[config.mk]
export PLATFORM = sky130hd
export DESIGN_NAME = fetch_pc_unit
export DESIGN_NICKNAME = d
export VERILOG_FILES = /design/src/rtl/fetch_pc_unit.sv
export SDC_FILE = /design/constraint.sdc
export NUM_CORES = 1
export LEC_CHECK = 0
export CORE_MARGIN = 8
export CORE_UTILIZATION = 45
export CTS_CLUSTER_SIZE = 25
export DETAILED_ROUTE_END_ITERATION = 7
export PLACE_DENSITY = 0.9
export REMOVE_ABC_BUFFERS = 1
export SLEW_MARGIN = 40
export SYNTH_ARGS = -nofsm -noshare
export SYNTH_HDL_FRONTEND = slang
export SYNTH_SLANG_ARGS = --single-unit
[constraint.sdc]
create_clock -name clk -period 3.26 [get_ports clk]
set_input_delay 0.326 -clock clk [delete_from_list [all_inputs] [get_ports clk]]
set_output_delay 0.326 -clock clk [all_outputs]
set_load 0.02 [all_outputs]
[src/rtl/fetch_pc_unit.sv]
// Program-counter and fetch sequencer for the single-cycle core. Holds the fetch
// address, forwards the fetched word to the decoder while running, applies branch
// redirects, and freezes on the branch-to-self halt idiom while counting retirements.
module fetch_pc_unit #(
    parameter logic [31:0] RESET_PC   = 32'h0000_0000,
    parameter logic [31:0] HALT_INSTR = 32'hEAFF_FFFE,
    parameter int unsigned CNT_W      = 16
) (
    input  logic             clk,
    input  logic             reset,
    input  logic             start,
    input  logic             stall,
    input  logic             pc_src,
    input  logic [31:0]      branch_target,
    input  logic [31:0]      instr_in,
    output logic [31:0]      pc,
    output logic [31:0]      pc_plus8,
    output logic [31:0]      instr_out,
    output logic             valid,
    output logic             halted,
    output logic [CNT_W-1:0] retired_cnt
);

    typedef enum logic [1:0] {
        StIdle = 2'd0,
        StRun  = 2'd1,
        StHalt = 2'd2
    } state_e;

    state_e            state_q, state_d;
    logic [31:0]       pc_q, pc_d;
    logic [CNT_W-1:0]  cnt_q, cnt_d;

    logic [31:0]       target_aligned;
    logic [31:0]       pc_plus4;
    logic              cnt_full;
    logic              is_halt;

    assign target_aligned = {branch_target[31:2], 2'b00};
    assign pc_plus4       = pc_q + 32'd4;
    assign cnt_full       = &cnt_q;
    // Branch-to-self with the halt encoding; any other target is an ordinary branch.
    assign is_halt        = (instr_in == HALT_INSTR) && pc_src && (target_aligned == pc_q);

    // State, PC and retire counter registers with asynchronous reset.
    always_ff @(posedge clk or posedge reset) begin
        if (reset) begin
            state_q <= StIdle;
            pc_q    <= RESET_PC;
            cnt_q   <= '0;
        end else begin
            state_q <= state_d;
            pc_q    <= pc_d;
            cnt_q   <= cnt_d;
        end
    end

    // Next-state, next-PC and output decode.
    always_comb begin
        state_d   = state_q;
        pc_d      = pc_q;
        cnt_d     = cnt_q;
        valid     = 1'b0;
        halted    = 1'b0;
        instr_out = 32'h0;
        case (state_q)
            StIdle: begin
                if (start) begin
                    state_d = StRun;
                end
            end
            StRun: begin
                valid     = 1'b1;
                instr_out = instr_in;
                if (!stall) begin
                    if (!cnt_full) begin
                        cnt_d = cnt_q + 1'b1;
                    end
                    if (is_halt) begin
                        // Halt instruction retires but the PC stays on it.
                        state_d = StHalt;
                    end else if (pc_src) begin
                        pc_d = target_aligned;
                    end else begin
                        pc_d = pc_plus4;
                    end
                end
            end
            StHalt: begin
                halted = 1'b1;
            end
            default: begin
                state_d = StIdle;
            end
        endcase
    end

    assign pc          = pc_q;
    assign pc_plus8    = pc_q + 32'd8;
    assign retired_cnt = cnt_q;

endmodule
==> impl_metrics.json <==
{
  "hold_class": "in -> async",
  "antenna_found_initial": 0,
  "routed_wl_um": 15000,
  "syn_area_sq_mm": 0.00391,
  "max_freq_mhz": 321,
  "setup_viol": 0,
  "syn_avg_cell_area_sq_um": 7.86,
  "vias": 4477,
  "grt_max_degree": 53,
  "cts.sinks": 48,
  "post-route-min-period_ns": 3.11,
  "fin_cells": 765,
  "die_h_um": 109,
  "ys_ff_latch": 48,
  "rsz0062_at_grt": "no",
  "status": "finished, final reports clean",
  "numPortBuffers": 176,
  "ys_seq_area_share_pct": 30.7,
  "synthFlopType": "dfrtp_1",
  "grt_usage_pct": 23.5,
  "die_area_sq_mm": 0.0119,
  "start_util_pct": 45.7,
  "start_kind": "flop",
  "coreArea_sq_mm": 0.00855,
  "cts_buffers": 5,
  "use_met3_pct": 5.97,
  "wl_per_cell_um": 19.6,
  "mostFrequentLayoutCell": "clkdlybuf4s50_1",
  "final_cell_mix": "clkdlybuf4s50_1 (174), xnor2_1 (50), a21oi_1 (49), dfrtp_1 (48), nor2_1 (34)",
  "worstPathArrival_ns": 2.79,
  "ant_nets": 0,
  "finalMaxSlewViolations": 0,
  "final.setup.tns_ns": 0,
  "vias_per_cell": 5.85,
  "synthCells": 497,
  "firstDrtPassIters": 5,
  "cellLeakagePower_nw": 2.28,
  "cts_buffer_depth": 2,
  "critical_path_class": "reg -> out",
  "p_total_w": 0.00252,
  "crit_required_ns": 2.93,
  "skew_ns": 0.00903,
  "path_max_fanout": 11,
  "period_share_pct": 95.5,
  "final-hold-violation-count": 0,
  "endpoint_kind": "output port",
  "cts_tree": "done",
  "yosysWarningCount": 0,
  "gp_congestion": 0.943,
  "clkLatencyLatePin_ns": 0.30,
  "drv_cap": 0,
  "antenna_cells": 0,
  "clkTransAtPathRegs_ns": 0.09,
  "die_w_um": 109,
  "relSlewSlack_pct": 47.7,
  "use_met1_pct": 26.6,
  "fin_nets": 728,
  "gr-max-usage-layer": "met2",
  "final_layout_size_suffix_gt1_share_pct": 5.48,
  "finalInstanceArea_sq_mm": 0.00586,
  "pin_count": 183,
  "globalRouteOverflowTotal": 0,
  "use_met2_pct": 42.0,
  "drt_iter0_markers": 408,
  "grt_first_pass_wirelength_um": 22500,
  "tightest_slew_ns": 0.781,
  "drc_errors": 0,
  "rows": 34,
  "root_buffer": "clkbuf_8",
  "powerDensity_mw_per_mm2": 431,
  "synth_cell_type_count": 48,
  "synth_edf_count": 0,
  "place_inst": 757,
  "vdd_ir_drop_max_v": 0.000457,
  "first_global_vias": 4298,
  "postPlaceCellArea_sq_mm": 0.00575,
  "async_flop_share_pct": 100,
  "syn_to_final_growth_pct": 49.9,
  "postCtsSetupRepairBufs": 0,
  "cts_hold_buf": 0,
  "dp_hpwl_um": 11500,
  "cts_max_level": 2
}
-- worst paths after layout --
check	depth (start not counted)	startpoint	end	slack [ns]
hold / removal	2	reset	retired_cnt[12]$_DFFE_PP0P_	0.46
max in group asynchronous	2	reset	retired_cnt[6]$_DFFE_PP0P_	2.39
min in group clk	1	retired_cnt[12]$_DFFE_PP0P_	retired_cnt[12]$_DFFE_PP0P_	0.49
setup reg to reg	8	pc[16]$_DFFE_PP0P_	pc[2]$_DFFE_PP0P_	0.75
setup / recovery	6	pc[9]$_DFFE_PP0P_	pc_plus8[26]	0.15
hold reg to reg	1	retired_cnt[12]$_DFFE_PP0P_	retired_cnt[12]$_DFFE_PP0P_	0.49
-- worst max-delay path, stage by stage (launching register included) --
cell and delay (ns):
dfrtp_1 0.58, nand3_1 0.22, nor2_1 0.30, nand4_1 0.33
nand2b_1 0.26, xnor2_1 0.15, clkdlybuf4s50_1 0.64
-- through the flow --
step,hold WS [ns],setup WS (ns),utilization (%)
2_1_floorplan,0.449,0.133,-
3_3_place_gp,0.471,0.476,67.3
3_5_place_dp,0.482,0.445,67.3
4_1_cts,0.489,0.127,68.4
5_1_grt,0.518,0.00402,68.5
6_report,0.459,0.148,68.5
-- metal layers --
layer  part of all wire, %  vias to the layer above  wire, um
met1                    37                     2086      5510
met3                    12                       35      1790
met2                    49                      302      7340
met5                     0                        -         0
met4                   2.3                        0       342
li1                      -                     2054         -
-- sequential cells by signal, indices dropped and copies added, names as in the netlist --
| name | count |
|---|---|
| retired_cnt | 16 |
| pc | 30 |
| state_q | 2 |
-- cell families after synthesis --
family                   count (synthesis)  share of synthesized area (%)
adder cells (fa/ha/maj)                  3                          0.961
AO/OA/AOI/OAI                          111                           16.7
other                                    1                         0.0960
flip-flops                              48                           30.7
AND/OR/NAND/NOR                        201                           27.5
buffers and inverters                   56                           6.47
XOR/XNOR                                72                           16.1
multiplexers                             5                           1.31
-- power by group --
group	leakage, nW	switching, W	total, W	internal (W)
clock	0.0510	0.000209	0.000379	0.000170
combinational	1.66	0.000662	0.00128	0.000622
sequential	0.570	0.000170	0.000862	0.000692
-- Yosys cell counts, types with 5 or more instances --
| cell type | n | share of area, % |
|---|---|---|
| nand4_1 | 28 | 4.5 |
| clkbuf_1 | 28 | 2.7 |
| o22ai_1 | 7 | 1.1 |
| inv_1 | 8 | 0.77 |
| a22o_1 | 5 | 1.1 |
| buf_2 | 12 | 1.5 |
| a21oi_1 | 49 | 6.3 |
| xnor2_1 | 50 | 11 |
| nand3_1 | 28 | 3.6 |
| xor2_1 | 22 | 4.9 |
| a31oi_1 | 13 | 2.1 |
| dfrtp_1 | 48 | 31 |
| nor2_1 | 35 | 3.4 |
| nand2_1 | 34 | 3.3 |
| o21ai_0 | 18 | 2.3 |
| and2_1 | 33 | 5.3 |
| and3_1 | 12 | 1.9 |
| buf_4 | 5 | 0.96 |
| nor3_1 | 5 | 0.64 |
-- timing repair --
item / in CTS / in global routing
endpoints found under the setup margin: 0 / 4
resized for setup: 0 / 4
endpoints found under the hold margin: 0 / 0
-- layout make-up --
type | instances | area [sq um]
fill | 692 | 2700
clock buffer | 6 | 82.6
inverter | 9 | 36.3
multi-input combinational | 396 | 2470
clock inverter | 2 | 10.0
tap | 108 | 135
timing repair buffer | 196 | 1920
sequential | 48 | 1200
(Power assumes the default switching activity.)
==> variant 1, RTL diff (same flow settings) <==
Add an input register stage for `branch_target`, without a reset; this delays it by one clock. The other inputs are not delayed to match.
--- a/src/rtl/fetch_pc_unit.sv
+++ b/src/rtl/fetch_pc_unit.sv
@@ -28,4 +28,10 @@
     } state_e;
 
+    logic [31:0] branch_target_q;
+
+    always_ff @(posedge clk) begin
+        branch_target_q <= branch_target;
+    end
+
     state_e            state_q, state_d;
     logic [31:0]       pc_q, pc_d;
@@ -37,5 +43,5 @@
     logic              is_halt;
 
-    assign target_aligned = {branch_target[31:2], 2'b00};
+    assign target_aligned = {branch_target_q[31:2], 2'b00};
     assign pc_plus4       = pc_q + 32'd4;
     assign cnt_full       = &cnt_q;
Check against the original RTL: not equivalent (Yosys sat finds a counterexample within 4 cycles, from zero or initial values and one cycle with reset high).
==> variant 1 against the original RTL <==
  * Final cell count increased by 11%
  * Design area grew 16%
  * Sequential cell count increased by 30
  * Register-to-register slack got worse by 0.12 ns
  * Combinational power is 3% lower
  * Area after synthesis grew 21%
  * First-iteration DRC count is 20% higher
  * Die area up 18%
  * Setup slack lost 0.051 ns
  * Routed wire length up 13%
  * Sequential share of layout area grew 6.2 points
  * Total power rose by 26%
  * Critical path type unchanged
  * Largest cell class unchanged
==> variant 1: results (changes against the original RTL) <==
via_per_inst: 5.82  # -0.53%
crit_fanout: 6  # -5
hpwl_mm: 12.7  # +10%
ys_seq_area_share_pct: 38.1  # +7.3 points
cpPeakStageDelay_ns: 0.62  # -0.02 ns
p_leak_nw: 2.63  # +15%
netlist_top_cells_area: "dfrtp_1, dfxtp_1, xnor2_1"
nFillCells: 842  # +22%
drive_above_1_share_pct: 9.38  # +3.9 points
wl_per_cell_um: 19.9  # +1.7%
slew_headroom_pct: 55.0  # +7.3 points
synthCells: 544  # +9.5%
reg2reg_to: "pc[26]"
r2r_start: "pc[15]"
ir_drop_v: 0.000442  # -3.2%
gp_congestion: 0.933  # -1.0%
layout_setup_ws_ns: 0.0965  # -0.0512 ns
wl_met2_mm: 8.10  # +10%
yosysUniqueCellTypes: 64  # +33%
final_nets: 781  # +7.3%
num_vias: 4948  # +11%
wl_met1_mm: 6.42  # +16%
h-tree-depth: 3  # +1
dp.cells: 832  # +9.9%
numCtsBuffers: 9  # +4
async_reset_ff_share_pct: 61.5  # -38 points
status: "finished clean"
cp.arrival_ns: 2.84  # +0.05 ns
place_area_sq_um: 6570  # +14%
fin_skew_ns: 0.0101  # +0.00104 ns
clk_latency_ns: 0.36  # +0.06 ns
first_pass_iters: 8  # +3
ctsResizeCount: 2  # +2
grt_pass1_vias: 5098  # +19%
endpoint: "pc_plus8[31]"
dpl_worst_slack_ns: 0.378  # -0.0671 ns
grt_usage_pct: 23.3  # -0.25 points
synth_commonest_cells: "dfrtp_1, nor2_1, and2_1, xnor2_1"
r2r_setup_slack_ns: 0.63  # -0.12 ns
-- variant 1: cell count changes after synthesis, moves of 10 or more --
cell	change
nor3_1	+17
xnor2_1	-17
nor2_1	+12
a21oi_1	-29
nor4_1	+10
nand3_1	-10
dfxtp_1	+30
-- variant 1: report_power, final --
part / internal (mW) / switching, mW
sequential: 1.08 / 0.173
clock: 0.340 / 0.345
combinational: 0.598 / 0.646
total: 2.01 / 1.16
-- variant 1: final cells by class --
type,count,area [sq um],share of cell area (%)
Tap cell,136,170,2.51
Sequential cell,78,1810,26.7
Clock buffer,15,176,2.60
Multi-Input combinational cell,408,2650,39.1
Clock inverter,1,5.00,0.0738
Timing Repair Buffer,197,1910,28.2
Inverter,15,58.8,0.867
-- variant 1: cells by family after synthesis --
group / synth area share (%)
DFF: 38.1
muxes: 1.11
buffers and inverters: 6.35
and+or+nand+nor: 27.2
AOI/OAI and AO/OA: 14.5
other: 0.0793
xor gates and xnor gates: 11.9
adders and majority gates: 0.794
==> variant 2, RTL diff (same flow settings) <==
Made on the original files. Set the parameter `CNT_W` to 14 (it was 16).
--- a/src/rtl/fetch_pc_unit.sv
+++ b/src/rtl/fetch_pc_unit.sv
@@ -5,5 +5,5 @@
     parameter logic [31:0] RESET_PC   = 32'h0000_0000,
     parameter logic [31:0] HALT_INSTR = 32'hEAFF_FFFE,
-    parameter int unsigned CNT_W      = 16
+    parameter int unsigned CNT_W      = 14
 ) (
     input  logic             clk,
Interface: changed (resized retired_cnt); port bits go from 183 to 181. No check against the original RTL was run, so the function may have changed too.
==> variant 2 against the original RTL <==
  * Non-clock buffer count unchanged
  * Total power fell by 0.12%
  * Sequential cell count down 2
  * First-iteration DRC count fell by 13%
  * Design area grew 1.2%
  * Routed wire length decreased by 4.8%
  * Area after synthesis is 2.2% higher
  * Setup slack got worse by 0.013 ns
  * Synthesized cell count fell by 1.6%
  * Fmax fell by 0.42%
  * Core utilization decreased by 0.21 points
  * Critical endpoint is now pc_plus8[25]
  * Largest power group unchanged
  * Highest routed layer unchanged
==> variant 2: results (changes against the original RTL) <==
r2r_start: "pc[27]"
drt_iter0_drc: 353  # -13%
grt_usage_pct: 22.6  # -0.97 points
crit_fanout: 6  # -5
place_area_sq_um: 5810  # +0.96%
wl_mm: 14.2  # -4.8%
slew_headroom_pct: 51.3  # +3.6 points
via_per_inst: 5.84  # -0.21%
dp.cells: 749  # -1.1%
p_leak_nw: 2.27  # -0.61%
synth_commonest_cells: "xnor2_1, dfrtp_1, nand2_1, and2_1, nor2_1"
cpPeakStageDelay_ns: 0.62  # -0.02 ns
hpwl_mm: 11.1  # -3.7%
ys_seq_area_share_pct: 28.8  # -1.9 points
nFillCells: 706  # +2.0%
status: "finished clean"
wl_per_cell_um: 18.8  # -3.8%
fin_skew_ns: 0.0141  # +0.00510 ns
ir_drop_v: 0.000233  # -49%
grt_pass1_vias: 4336  # +0.88%
gp_congestion: 0.949  # +0.56%
drive_above_1_share_pct: 9.24  # +3.8 points
final_nets: 720  # -1.1%
largest_reg_flops: 30  # unchanged
syn_area_per_cell_sq_um: 8.16  # +3.8%
cp.arrival_ns: 2.80  # about the same
reg2reg_to: "pc[31]"
r2r_setup_slack_ns: 0.72  # -0.03 ns
yosysUniqueCellTypes: 56  # +17%
cp-startpoint: "pc[3]"
netlist_top_cells_area: "dfrtp_1, xnor2_1, and2_1"
grt_pass1_wl_mm: 21.8  # -3.0%
grt_max_degree: 62  # +17%
numPortBuffers: 174  # -1.1%
[variant 2: cell types whose count changed in the layout (fill, tap and decap cells not counted), moves of 7 or more]
cell / change
and3_1: -11
a31oi_1: -13
nand2_1: +9
or3_1: +7
a21oi_2: +10
a21oi_1: -28
[variant 2: layout make-up]
cell class | count | share of cell area [%]
multi-input combinational | 387 | 43.4
sequential | 46 | 19.4
clock inverter | 1 | 0.507
timing repair buffer | 196 | 32.3
clock buffer | 7 | 1.29
tap | 108 | 2.28
inverter | 12 | 0.803
[variant 2: through the flow]
stage	power, mW	hold WS [ns]	worst slack, ns	TNS (ns)	utilization [%]
2_1_floorplan	1.45	0.440	-0.507	-10.21	-
3_5_place_dp	2.10	0.480	0.320	0	66.9
3_3_place_gp	2.06	0.459	0.347	0	66.9
5_1_grt	2.64	0.500	0.00279	0	68.3
4_1_cts	2.53	0.474	0.0404	0	68.2
6_report	2.52	0.441	0.134	0	68.3
[variant 2: what timing repair did]
item	in CTS	in global routing
hold buffers	0	0
endpoints found under the setup margin	1	3
gates resized for setup	1	3
[variant 2: cell families (layout without fill, tap and decap cells)]
kind of cell / after synthesis / count (layout) / synth area share (%)
AOI/OAI and AO/OA: 96 / 96 / 16.6
xor gates and xnor gates: 70 / 70 / 15.4
adders and majority gates: 3 / 3 / 0.941
buffers and inverters: 59 / 216 / 7.34
DFF: 46 / 46 / 28.8
muxes: 4 / 4 / 1.03
other: 1 / 4 / 0.0940
and+or+nand+nor: 210 / 210 / 29.8
[variant 2: layer usage]
layer  up-vias  routed length, um  track usage [%]
li1       2035                  -                -
met1      2072               5410             27.3
met4         0                411             8.66
met5         -                  0                0
met2       278               6940             38.1
met3        36               1490             5.29
[variant 2: worst max path at each step]
stage                   end  cells past startpoint
4_1_cts        pc_plus8[29]                      8
3_3_place_gp   pc_plus8[29]                      8
3_5_place_dp   pc_plus8[29]                      8
6_report       pc_plus8[25]                      7
2_1_floorplan        pc[11]                      5
5_1_grt        pc_plus8[27]                      6
[variant 2: report_power, final]
part	switching, mW	leakage, nW	internal [mW]
registers	0.154	0.546	0.663
logic	0.663	1.67	0.615
clock network	0.197	0.0524	0.230
